**config.mk**
```make
export PLATFORM = sky130hd
export DESIGN_NAME = flag_branch_unit
export DESIGN_NICKNAME = d
export VERILOG_FILES = /design/src/rtl/flag_branch_unit.sv
export SDC_FILE = /design/constraint.sdc
export NUM_CORES = 1
export LEC_CHECK = 0
export ABC_AREA = 1
export CAP_MARGIN = 20
export CELL_PAD_IN_SITES_DETAIL_PLACEMENT = 0
export CELL_PAD_IN_SITES_GLOBAL_PLACEMENT = 1
export CORE_ASPECT_RATIO = 1.1
export CORE_MARGIN = 8
export CORE_UTILIZATION = 28
export CTS_CLUSTER_SIZE = 20
export DETAILED_ROUTE_END_ITERATION = 6
export HOLD_SLACK_MARGIN = 0.1
export PLACE_DENSITY = 0.88
export RECOVER_POWER = 25
export SYNTH_ARGS = -nofsm -noshare
export SYNTH_HDL_FRONTEND = slang
export SYNTH_SLANG_ARGS = --single-unit
```
**constraint.sdc**
```tcl
create_clock -name clk -period 2.4 [get_ports clk]
set_clock_uncertainty 0.1 [all_clocks]
set_input_delay 0.48 -clock clk [delete_from_list [all_inputs] [get_ports clk]]
set_output_delay 0.48 -clock clk [all_outputs]
set_load 0.005 [all_outputs]
```
**src/rtl/flag_branch_unit.sv**
```systemverilog
// rtl/flag_branch_unit.sv - EX/MEM pipeline register with NVZ flag commit and branch resolution
module flag_branch_unit (
    input  logic        clk,
    input  logic        rst,
    input  logic        stall,
    input  logic        flush,
    input  logic        ex_valid,
    input  logic [3:0]  alu_op,
    input  logic [15:0] alu_result,
    input  logic [2:0]  alu_flags,
    input  logic        is_branch,
    input  logic [2:0]  cond,
    input  logic [15:0] branch_target,
    input  logic        reg_wr_en,
    input  logic        mem_rd,
    input  logic        mem_wr,
    input  logic [3:0]  dst_reg,
    input  logic [15:0] store_data,
    output logic        mem_valid,
    output logic        mem_reg_wr_en,
    output logic        mem_rd_q,
    output logic        mem_wr_q,
    output logic [15:0] mem_alu_result,
    output logic [15:0] mem_store_data,
    output logic [3:0]  mem_dst_reg,
    output logic [2:0]  flags_q,
    output logic        branch_taken,
    output logic [15:0] branch_pc
);

    localparam logic [3:0] OP_ADD = 4'b0000;
    localparam logic [3:0] OP_SUB = 4'b0010;
    localparam logic [3:0] OP_AND = 4'b0011;
    localparam logic [3:0] OP_SRA = 4'b0111;

    logic        r_mem_valid;
    logic        r_mem_reg_wr_en;
    logic        r_mem_rd_q;
    logic        r_mem_wr_q;
    logic [15:0] r_mem_alu_result;
    logic [15:0] r_mem_store_data;
    logic [3:0]  r_mem_dst_reg;
    logic [2:0]  r_flags;
    logic        r_branch_taken;
    logic [15:0] r_branch_pc;

    logic        w_n;
    logic        w_v;
    logic        w_z;
    logic        w_cond_true;
    logic        w_bubble;
    logic [2:0]  w_flags_next;

    assign w_n = r_flags[2];
    assign w_v = r_flags[1];
    assign w_z = r_flags[0];

    // Flush wins over stall, so a flushed stalled slot still becomes a bubble.
    assign w_bubble = flush | (~stall & ~ex_valid);

    always_comb begin
        w_cond_true = 1'b0;
        case (cond)
            3'b000:  w_cond_true = ~w_z;
            3'b001:  w_cond_true = w_z;
            3'b010:  w_cond_true = ~w_z & ~w_n;
            3'b011:  w_cond_true = w_n;
            3'b100:  w_cond_true = w_z | ~w_n;
            3'b101:  w_cond_true = w_n | w_z;
            3'b110:  w_cond_true = w_v;
            default: w_cond_true = 1'b1;
        endcase
    end

    always_comb begin
        w_flags_next = r_flags;
        if (!is_branch) begin
            if (alu_op == OP_ADD || alu_op == OP_SUB) begin
                w_flags_next = alu_flags;
            end else if (alu_op >= OP_AND && alu_op <= OP_SRA) begin
                w_flags_next[0] = alu_flags[0];
            end
        end
    end

    always_ff @(posedge clk) begin
        if (rst) begin
            r_mem_valid      <= 1'b0;
            r_mem_reg_wr_en  <= 1'b0;
            r_mem_rd_q       <= 1'b0;
            r_mem_wr_q       <= 1'b0;
            r_mem_alu_result <= 16'h0000;
            r_mem_store_data <= 16'h0000;
            r_mem_dst_reg    <= 4'h0;
            r_flags          <= 3'b000;
            r_branch_taken   <= 1'b0;
            r_branch_pc      <= 16'h0000;
        end else if (w_bubble) begin
            r_mem_valid     <= 1'b0;
            r_mem_reg_wr_en <= 1'b0;
            r_mem_rd_q      <= 1'b0;
            r_mem_wr_q      <= 1'b0;
            r_branch_taken  <= 1'b0;
        end else if (stall) begin
            r_branch_taken <= 1'b0;
        end else begin
            r_mem_valid      <= 1'b1;
            r_mem_reg_wr_en  <= reg_wr_en;
            r_mem_rd_q       <= mem_rd;
            r_mem_wr_q       <= mem_wr;
            r_mem_alu_result <= alu_result;
            r_mem_store_data <= store_data;
            r_mem_dst_reg    <= dst_reg;
            r_flags          <= w_flags_next;
            r_branch_taken   <= is_branch & w_cond_true;
            if (is_branch && w_cond_true) begin
                r_branch_pc <= branch_target;
            end
        end
    end

    assign mem_valid      = r_mem_valid;
    assign mem_reg_wr_en  = r_mem_reg_wr_en;
    assign mem_rd_q       = r_mem_rd_q;
    assign mem_wr_q       = r_mem_wr_q;
    assign mem_alu_result = r_mem_alu_result;
    assign mem_store_data = r_mem_store_data;
    assign mem_dst_reg    = r_mem_dst_reg;
    assign flags_q        = r_flags;
    assign branch_taken   = r_branch_taken;
    assign branch_pc      = r_branch_pc;

endmodule

```
==> results of run 1 <==
[power by group through the flow]
stage / logic [mW] / registers (mW) / clock network (mW)
3_5_place_dp: 0.310 / 1.06 / 0
6_report: 0.302 / 1.04 / 0.838
3_3_place_gp: 0.306 / 1.06 / 0
4_1_cts: 0.311 / 1.04 / 0.871
5_1_grt: 0.332 / 1.04 / 0.918
2_1_floorplan: 0.104 / 1.06 / 0
[worst max-delay path, cell delays in order]
cell           delay [ps]
dlygate4sd3_1         610
inv_1                 190
nand3b_4              160
nor2_8                140
nand2_4                70
nor2_4                310
nor2_1                 90
nor2_1                100
[per-stage QoR]
stage	setup slack (ps)	power, mW	instance area, um^2	utilization [%]	hold slack, ps
finish	404	2.18	3950	47.8	359
global route	292	2.29	3950	47.8	375
CTS	536	2.22	3950	47.8	364
detailed placement	215	1.37	3760	45.5	355
global placement	249	1.37	3760	45.5	351
floorplan	926	1.17	2360	-	353
[cell families (layout without fill, tap and decap cells)]
| group | Yosys count | in the layout | synth area share [%] |
|---|---|---|---|
| compound gates | 49 | 49 | 10.5 |
| buf+inv | 42 | 175 | 7.63 |
| flops | 60 | 60 | 50.9 |
| simple gates | 169 | 169 | 31.0 |
[final timing paths]
kind,to,slack [ps]
worst min-delay path,mem_store_data[5],360
worst min register to register,mem_store_data[5],360
worst max-delay path,branch_pc[8],400
worst max register to register,branch_pc[14],850
[per-layer routing]
layer	GRT usage (%)	share of wire [%]	up-vias
met1	14.1	43	1093
met5	0	0	-
met2	21.4	49	81
met3	4.47	6.6	9
met4	5.49	1.6	0
li1	-	-	1267
[cell usage in the layout (no fill, tap or decap)]
master / instances
inv_2: 1
nor2_1: 40
o21ai_0: 3
nand3_1: 2
nor3b_1: 1
nor2_8: 1
nor3_1: 1
clkbuf_8: 13
clkdlybuf4s50_1: 103
o211ai_1: 1
nand3b_4: 1
nor2_4: 1
clkbuf_1: 1
a21oi_1: 45
inv_1: 24
clkinv_2: 1
nand2_1: 104
nand2_4: 1
nand2_2: 1
dlygate4sd3_1: 27
buf_4: 4
dfxtp_1: 60
buf_12: 1
nand4_1: 16
[cell type report]
type                    instances  share of cell area, %
clock buffers                  14                   4.62
multi-input cells             218                   24.8
repair buffers                135                   34.2
clock inverters                 1                  0.127
flip-flops and latches         60                   30.4
inverters                      25                   2.37
well taps                     111                   3.51
==> results.md, run 1 <==
- Sw frac: between 20% and 30%
- Cell Rows: 35
- Via count: 2450
- Logic pwr share: 13.9%
- Final hold violations: 0
- Layout cells sized above 1: 5.52%
- CP startpoint: stall
- Fill cells: between 800 and 900
- CTS root buf: clkbuf_8
- Initial antenna violation count: 0
- Netlist Area Pre-Place: roughly 2400 um^2
- Fmax: 501 MHz
- DR WL/cell: 13.2 um
- Hold-fix buffers at CTS: 0
- Crit path max fanout: 16
- Peak supply drop: 232 uV
- Vias/cell: 4.34
- Post-synth top area cell: dfxtp_1
- I/O Buffers: 130
- Dominant cells by area after synthesis: dfxtp_1, nand2_1, a21oi_1
- 1st-pass router iterations: 4
- Mapped Nets: 391
- Number of synthesized register bits: 60
- Register area share after synthesis: 50.9%
- Drt initial violations: between 90 and 100
- RSZ-0062 raised after global routing: false
- Post-CTS resize count: 0
- Seq pwr share: 47.7%
- Clk_lat worst skew: 310 ps
- Seq. cell area: 1200 um^2
- Largest net degree at the start of global routing: 38
- Ys async rst share: 0%
- First-pass GRT wire length: about 12000 um
- Pleak: 1.61 nW
- Required @ worst endpoint: 2560 ps
- Nets@finish: 520
- GR Overflow Total: 0
- Crit start category: input port
- Antenna-violating nets left: 0
- Ys flop type: dfxtp_1
- Initial core utilization: 28.5%
- Internal Power: 1.69 mW
- Clk pin slew, worst setup/hold paths: 60 ps
- Die width: 104 um
- DIE AREA: roughly 12000 um^2
- Yosys top cell area share: 50.9%
- Multi-input logic area: 980 um^2
- Finished Layout Cells: between 500 and 600
- HP Start: mem_store_data[5]
- Hold depth: 2
- Count of unique library cells instantiated by Yosys: 21
- FF-to-FF Start: flags_q[1]
- Antenna diodes: 0
- Mean area per synthesized cell: between 7 and 8 um^2
- Die height: 112 um
- Post-DP HPWL: 5630 um
- Min Clock Period, post-route: 2000 ps
- Total of max-cap violations: 0
- Crit Path Class: in2reg
- CTS tree: yes
- Commonest cells post-synth: nand2_1, dfxtp_1, a21oi_1
- Clk sinks: 60
- CP endpoint kind: register
- Clock Path Buffers: 2
- Routed WL: 7460 um
- Slew HR: 59.8%
- Yosys warnings: 0
- Setup Fix Bufs, Post-CTS: 0
- R2R depth: 7
- Core Region: 8280 um^2
- GRT Total Usage: 12.7%
- RD Place Congestion: 0.824
- Setup violators final: 0
- DRC violations left: 0
- Arr. time, crit path: 2150 ps
- DP Cell Count: 549
- Final period utilization: 83.2%
- Cell Pwr Density: ~550 nW/um^2
- Hold Crit Class: reg2reg
- Area Overhead vs Synth: 67.4%
- Least-Margin Pin Slew: 603 ps
- I/O pin count: ~130
- Pins Over Slew Limit: 0
- Cell count after synthesis: 320
- Switching pwr: 0.492 mW
- Setup TNS: 0 ps
- Number of CTS-inserted buffers: 9
- Clock Power Share: approximately two fifths
- H-Tree Depth: 3
- Cell with the most instances after synthesis: nand2_1
- Number of synthesized flops with an enable pin: 0
- Status: completed
- Vias in the first global route: 2499
(Power assumes the default switching activity.)
==> inputs of run 2 (changes only) <==
Settings changed: CORE_UTILIZATION 28 to 26, PLACE_DENSITY 0.88 to 0.83.
Clock period 2.4 ns to 1.87 ns, I/O delays scaled along.
==> run 2 against run 1 <==
Critical path depth shrank 7. Non-clock buffer count grew 8. Die area grew 6.5%. Worst hold slack gained 6.6 ps. Power grew 27%. Utilization shrank 2.1 points. Global-route usage shrank 0.60 points. Routed wire length grew 0.44%. Setup slack lost 280 ps. Sequential share of layout area shrank 0.58 points. Cell area grew 2.0%. Critical path type is now reg2out. Highest routed layer unchanged.
==> results.md, run 2 (synthesis gave the netlist of run 1 again) <==
- Clock Path Buffers: 2
- Area Overhead vs Synth: 70.7%
- Fin worst setup slack: 128 ps
- Min Hold Slack: about 370 ps
- Crit start category: register
- Setup violators final: 0
- Peak supply drop: 329 uV
- Post-Place Worst Slack: -87.2 ps
- CP endpoint kind: primary output
- Crit path max fanout: 4
- Status: completed
- WHS Endpoint: mem_store_data[15]
- Reg-to-reg slack, setup: 400 ps
- CTS tree: yes
- Clk_lat worst skew: 330 ps
- Logic pwr share: 14.7%
- Crit Path Class: reg2out
- CTS root buf: clkbuf_8
- Total of max-cap violations: 0
- Fmax: 574 MHz
- Die height: 116 um
- Slew HR: 73.1%
- DRC violations left: 0
- Slowest CP cell: clkdlybuf4s50_1
- Clk pin slew, worst setup/hold paths: approximately 70 ps
- Core Region: 8830 um^2
- RD Place Congestion: 0.833
- Hold-fix buffers at CTS: 0
- Routed WL: 7500 um
- Die width: 107 um
- Cell Pwr Density: 690 nW/um^2
- Arr. time, crit path: ~1300 ps
- Antenna-violating nets left: 0
- Number of CTS-inserted buffers: 9
- Final period utilization: between 90% and 100%
- Seq pwr share: 48.0%
- DIE AREA: around 12000 um^2
- Required @ worst endpoint: 1400 ps
- Initial core utilization: about a quarter
- GR Overflow Total: 0
- Hold depth: 2
- Largest net degree at the start of global routing: 38
- Post-DP HPWL: 5640 um
- Internal Power: between 2 and 2.5 mW
- Cell Rows: 36
- Pins Over Slew Limit: 0
- Crit path cell chain: clkdlybuf4s50_1
- H-Tree Depth: 3
- CP delay by family, top: buffers and inverters
- I/O Buffers: 130
- FF-to-FF Start: flags_q[2]
- I/O pin count: 131
- First-pass GRT wire length: 12000 um
- Commonest non-fill, non-tap cell in the layout: clkdlybuf4s50_1
- Drt initial violations: 57
- Clk sinks: 60
- Pleak: 1.56 nW
- Clock Power Share: between 30% and 40%
- Nets@finish: 528
- Post-CTS resize count: 0
- Hold Crit Class: reg2reg
- Commonest non-fill, non-tap cells in the layout: clkdlybuf4s50_1, nand2_1, dfxtp_1
- Antenna diodes: 0
- Final hold violations: 0
- Layout cells sized above 1: under 10%
- Least-Margin Pin Slew: 403 ps
- GRT Total Usage: 12.1%
- HP Start: mem_store_data[15]
- Initial antenna violation count: 0
- DR WL/cell: around 13 um
- 1st-pass router iterations: 4
- WP buf/inv: 1
- Sw frac: 26.2%
- RSZ-0062 raised after global routing: false
- Min Clock Period, post-route: 1740 ps
- Switching pwr: approximately 0.73 mW
- R2r endpoint: branch_pc[2]
- Setup Fix Bufs, Post-CTS: 0
- Via count: 2496
- Fill cells: 885
- CP peak stage delay: about 550 ps
- Vias/cell: 4.33
- Vias in the first global route: 2519
- R2R depth: 8
## run 2: cell count changes in the layout (fill, tap and decap cells not counted), sizes merged
cell / delta
dlygate4sd3: -25
buf: +7
inv: +1
clkinv: +1
clkinvlp: +4
clkbuf: -4
clkdlybuf4s50: +25
## run 2: routing by layer
metal	share of wire (%)	wire length [um]	GRT usage [%]
met3	9.7	727	5.73
met1	43	3220	12.8
met2	46	3420	19.9
met4	1.6	119	5.92
met5	0	0	0
## run 2: worst max path at each step
stage / from / endpoint / slack [ps] / depth (start not counted)
2_1_floorplan: cond[1] / branch_pc[10] / 500 / 7
3_3_place_gp: cond[1] / branch_pc[9] / -40 / 9
3_5_place_dp: cond[1] / branch_pc[2] / -90 / 9
4_1_cts: flags_q[0] / flags_q[0] / 90 / 1
5_1_grt: ex_valid / mem_store_data[6] / 20 / 6
6_report: flags_q[0] / flags_q[0] / 130 / 1
## run 2: layout make-up
type | instances | area, um^2 | area share, %
tap | 114 | 143 | 3.54
sequential | 60 | 1200 | 29.8
inverter | 25 | 93.8 | 2.33
clock buffer | 9 | 124 | 3.07
clock inverter | 7 | 52.6 | 1.30
multi-input combinational | 218 | 980 | 24.3
timing repair buffer | 143 | 1440 | 35.6
## run 2: power by group through the flow
| stage | combinational [mW] | sequential [mW] | clock [mW] |
|---|---|---|---|
| 2_1_floorplan | 0.133 | 1.37 | 0 |
| 3_3_place_gp | 0.414 | 1.36 | 0 |
| 4_1_cts | 0.420 | 1.34 | 1.07 |
| 3_5_place_dp | 0.418 | 1.36 | 0 |
| 5_1_grt | 0.452 | 1.34 | 1.14 |
| 6_report | 0.410 | 1.34 | 1.03 |
## run 2: through the flow
step | setup TNS (ps) | total power, mW | instances | instance area, um^2 | utilization [%]
2_1_floorplan | 0 | 1.50 | 320 | 2360 | -
5_1_grt | 0 | 2.93 | 576 | 4030 | 45.6
3_5_place_dp | -1230 | 1.78 | 560 | 3870 | 43.8
4_1_cts | 0 | 2.83 | 576 | 4040 | 45.8
3_3_place_gp | -592 | 1.78 | 560 | 3870 | 43.8
6_report | 0 | 2.78 | 576 | 4030 | 45.6
==> inputs of run 3 (changes only) <==
Settings changed: CELL_PAD_IN_SITES_DETAIL_PLACEMENT 0 to unset, CELL_PAD_IN_SITES_GLOBAL_PLACEMENT 1 to unset, CORE_UTILIZATION 26 to 38, PLACE_DENSITY 0.83 to 0.82.
==> run 3 against run 2 <==
First-iteration DRC count is 49% higher. Sequential power hardly changed. Final cell count is 7.1% lower. Power is 1.3% lower. Register-to-register slack better by 20 ps. Critical path type unchanged. Critical endpoint is now flags_q[2]. Largest cell class unchanged. Highest routed layer unchanged.
==> results.md, run 3 (synthesis gave the netlist of run 1 again) <==
- Peak supply drop: between 500 and 600 uV
- Hold depth: 2
- Largest net degree at the start of global routing: 38
- Nets@finish: 522
- Post-CTS resize count: 0
- Setup Fix Bufs, Post-CTS: 0
- Pleak: 1.54 nW
- Hold-fix buffers at CTS: 0
- Routed WL: 7170 um
- Commonest non-fill, non-tap cells in the layout: clkdlybuf4s50_1, nand2_1, dfxtp_1
- Clock Path Buffers: 2
- 1st-pass router iterations: 4
- GR Overflow Total: 0
- CTS root buf: clkbuf_8
- Antenna diodes: 0
- Crit path max fanout: 5
- RD Place Congestion: approximately 0.75
- Least-Margin Pin Slew: a little under 600 ps
- R2R depth: 6
- Crit start category: register
- DIE AREA: 8990 um^2
- Slowest CP cell: clkdlybuf4s50_1
- Die width: 91.2 um
- I/O Buffers: 130
- DR WL/cell: 13.4 um
- Final core occ: 64.7%
- CP endpoint kind: primary output
- Layout cells sized above 1: 5.27%
- Pins Over Slew Limit: 0
- Slew HR: 60.7%
- Fin worst setup slack: 163 ps
- Min Clock Period, post-route: 1710 ps
- Die height: 98.7 um
- GRT Total Usage: 15.9%
- Setup violators final: 0
- Final period utilization: 91.3%
- Area Overhead vs Synth: 66.7%
- Clk pin slew, worst setup/hold paths: approximately 60 ps
- Switching pwr: between 0.6 and 0.7 mW
- Internal Power: between 2 and 2.5 mW
- Core Region: 6080 um^2
- Antenna-violating nets left: 0
- Clk_lat worst skew: 310 ps
- Drt initial violations: 85
- Final hold violations: 0
- Sw frac: approximately 23%
- Post-Place Worst Slack: -100 ps
- Vias in the first global route: 2541
- WP buf/inv: 1
- CP peak stage delay: approximately 530 ps
- I/O pin count: about 130
- Arr. time, crit path: 1230 ps
- Commonest non-fill, non-tap cell in the layout: clkdlybuf4s50_1
- Vias/cell: about 4.7
- Finished Layout Cells: approximately 540
- Via count: 2517
- Cell Pwr Density: 697 nW/um^2
- Number of CTS-inserted buffers: 9
- DRC violations left: 0
- Seq pwr share: 48.7%
- CP delay by family, top: buffers and inverters
- Clock Power Share: 36.6%
- RSZ-0062 raised after global routing: false
- CTS tree: yes
- Hold Crit Class: reg2reg
- Logic pwr share: between 10% and 20%
- H-Tree Depth: 3
- DP Cell Count: 520
- Initial core utilization: 38.8%
- Crit Path Class: reg2out
- Initial antenna violation count: 0
- Fmax: around 590 MHz
- Post-DP HPWL: about 5400 um
- Crit path cell chain: clkdlybuf4s50_1
- Required @ worst endpoint: approximately 1400 ps
- Cell Rows: 30
- First-pass GRT wire length: approximately 12000 um
- Clk sinks: 60
- Status: completed
- Total of max-cap violations: 0
- Critical path depth: 1
run 3: cell types whose count changed in the layout (fill, tap and decap cells not counted), sizes merged:
cell | before | now
buf | 12 | 7
clkbuf | 10 | 14
clkdlybuf4s50 | 128 | 130
clkinv | 2 | 0
clkinvlp | 4 | 1
dlygate4sd3 | 2 | 0
inv | 26 | 25
run 3: final timing paths:
path,startpoint,endpoint,slack [ps]
setup / recovery,flags_q[2],flags_q[2],160
hold / removal,mem_store_data[9],mem_store_data[9],360
setup reg to reg,flags_q[0],branch_pc[2],420
hold reg to reg,mem_store_data[9],mem_store_data[9],360
run 3: layout make-up:
cell class / count / area [um^2]
sequential: 60 / 1200
clock buffer: 14 / 163
clock inverter: 1 / 7.51
inverter: 25 / 93.8
multi-input combinational: 218 / 980
tap: 80 / 100
timing repair buffer: 137 / 1390
fill: 561 / 2140
run 3: per-layer routing:
metal | track usage (%) | up-vias | wire length [um]
met2 | 26.9 | 93 | 3490
met5 | 0 | - | 0
met1 | 17.1 | 1140 | 2970
met4 | 8.58 | 0 | 210
met3 | 5.70 | 12 | 508
li1 | - | 1272 | -
run 3: through the flow:
step           area (um^2)  hold WS [ps]  TNS [ps]  power (mW)
6_report              3940           361         0        2.74
5_1_grt               3940           378         0        2.89
4_1_cts               3940           364         0        2.78
3_5_place_dp          3770           355     -1310        1.77
3_3_place_gp          3770           351      -256        1.76
2_1_floorplan         2360           353         0        1.50
run 3: power by group through the flow:
stage	clock network (mW)	registers [mW]	logic, mW
after floorplan	0	1.37	0.133
after global placement	0	1.36	0.398
after detailed placement	0	1.36	0.405
after CTS	1.04	1.34	0.408
after global routing	1.11	1.34	0.439
final	1.00	1.34	0.402
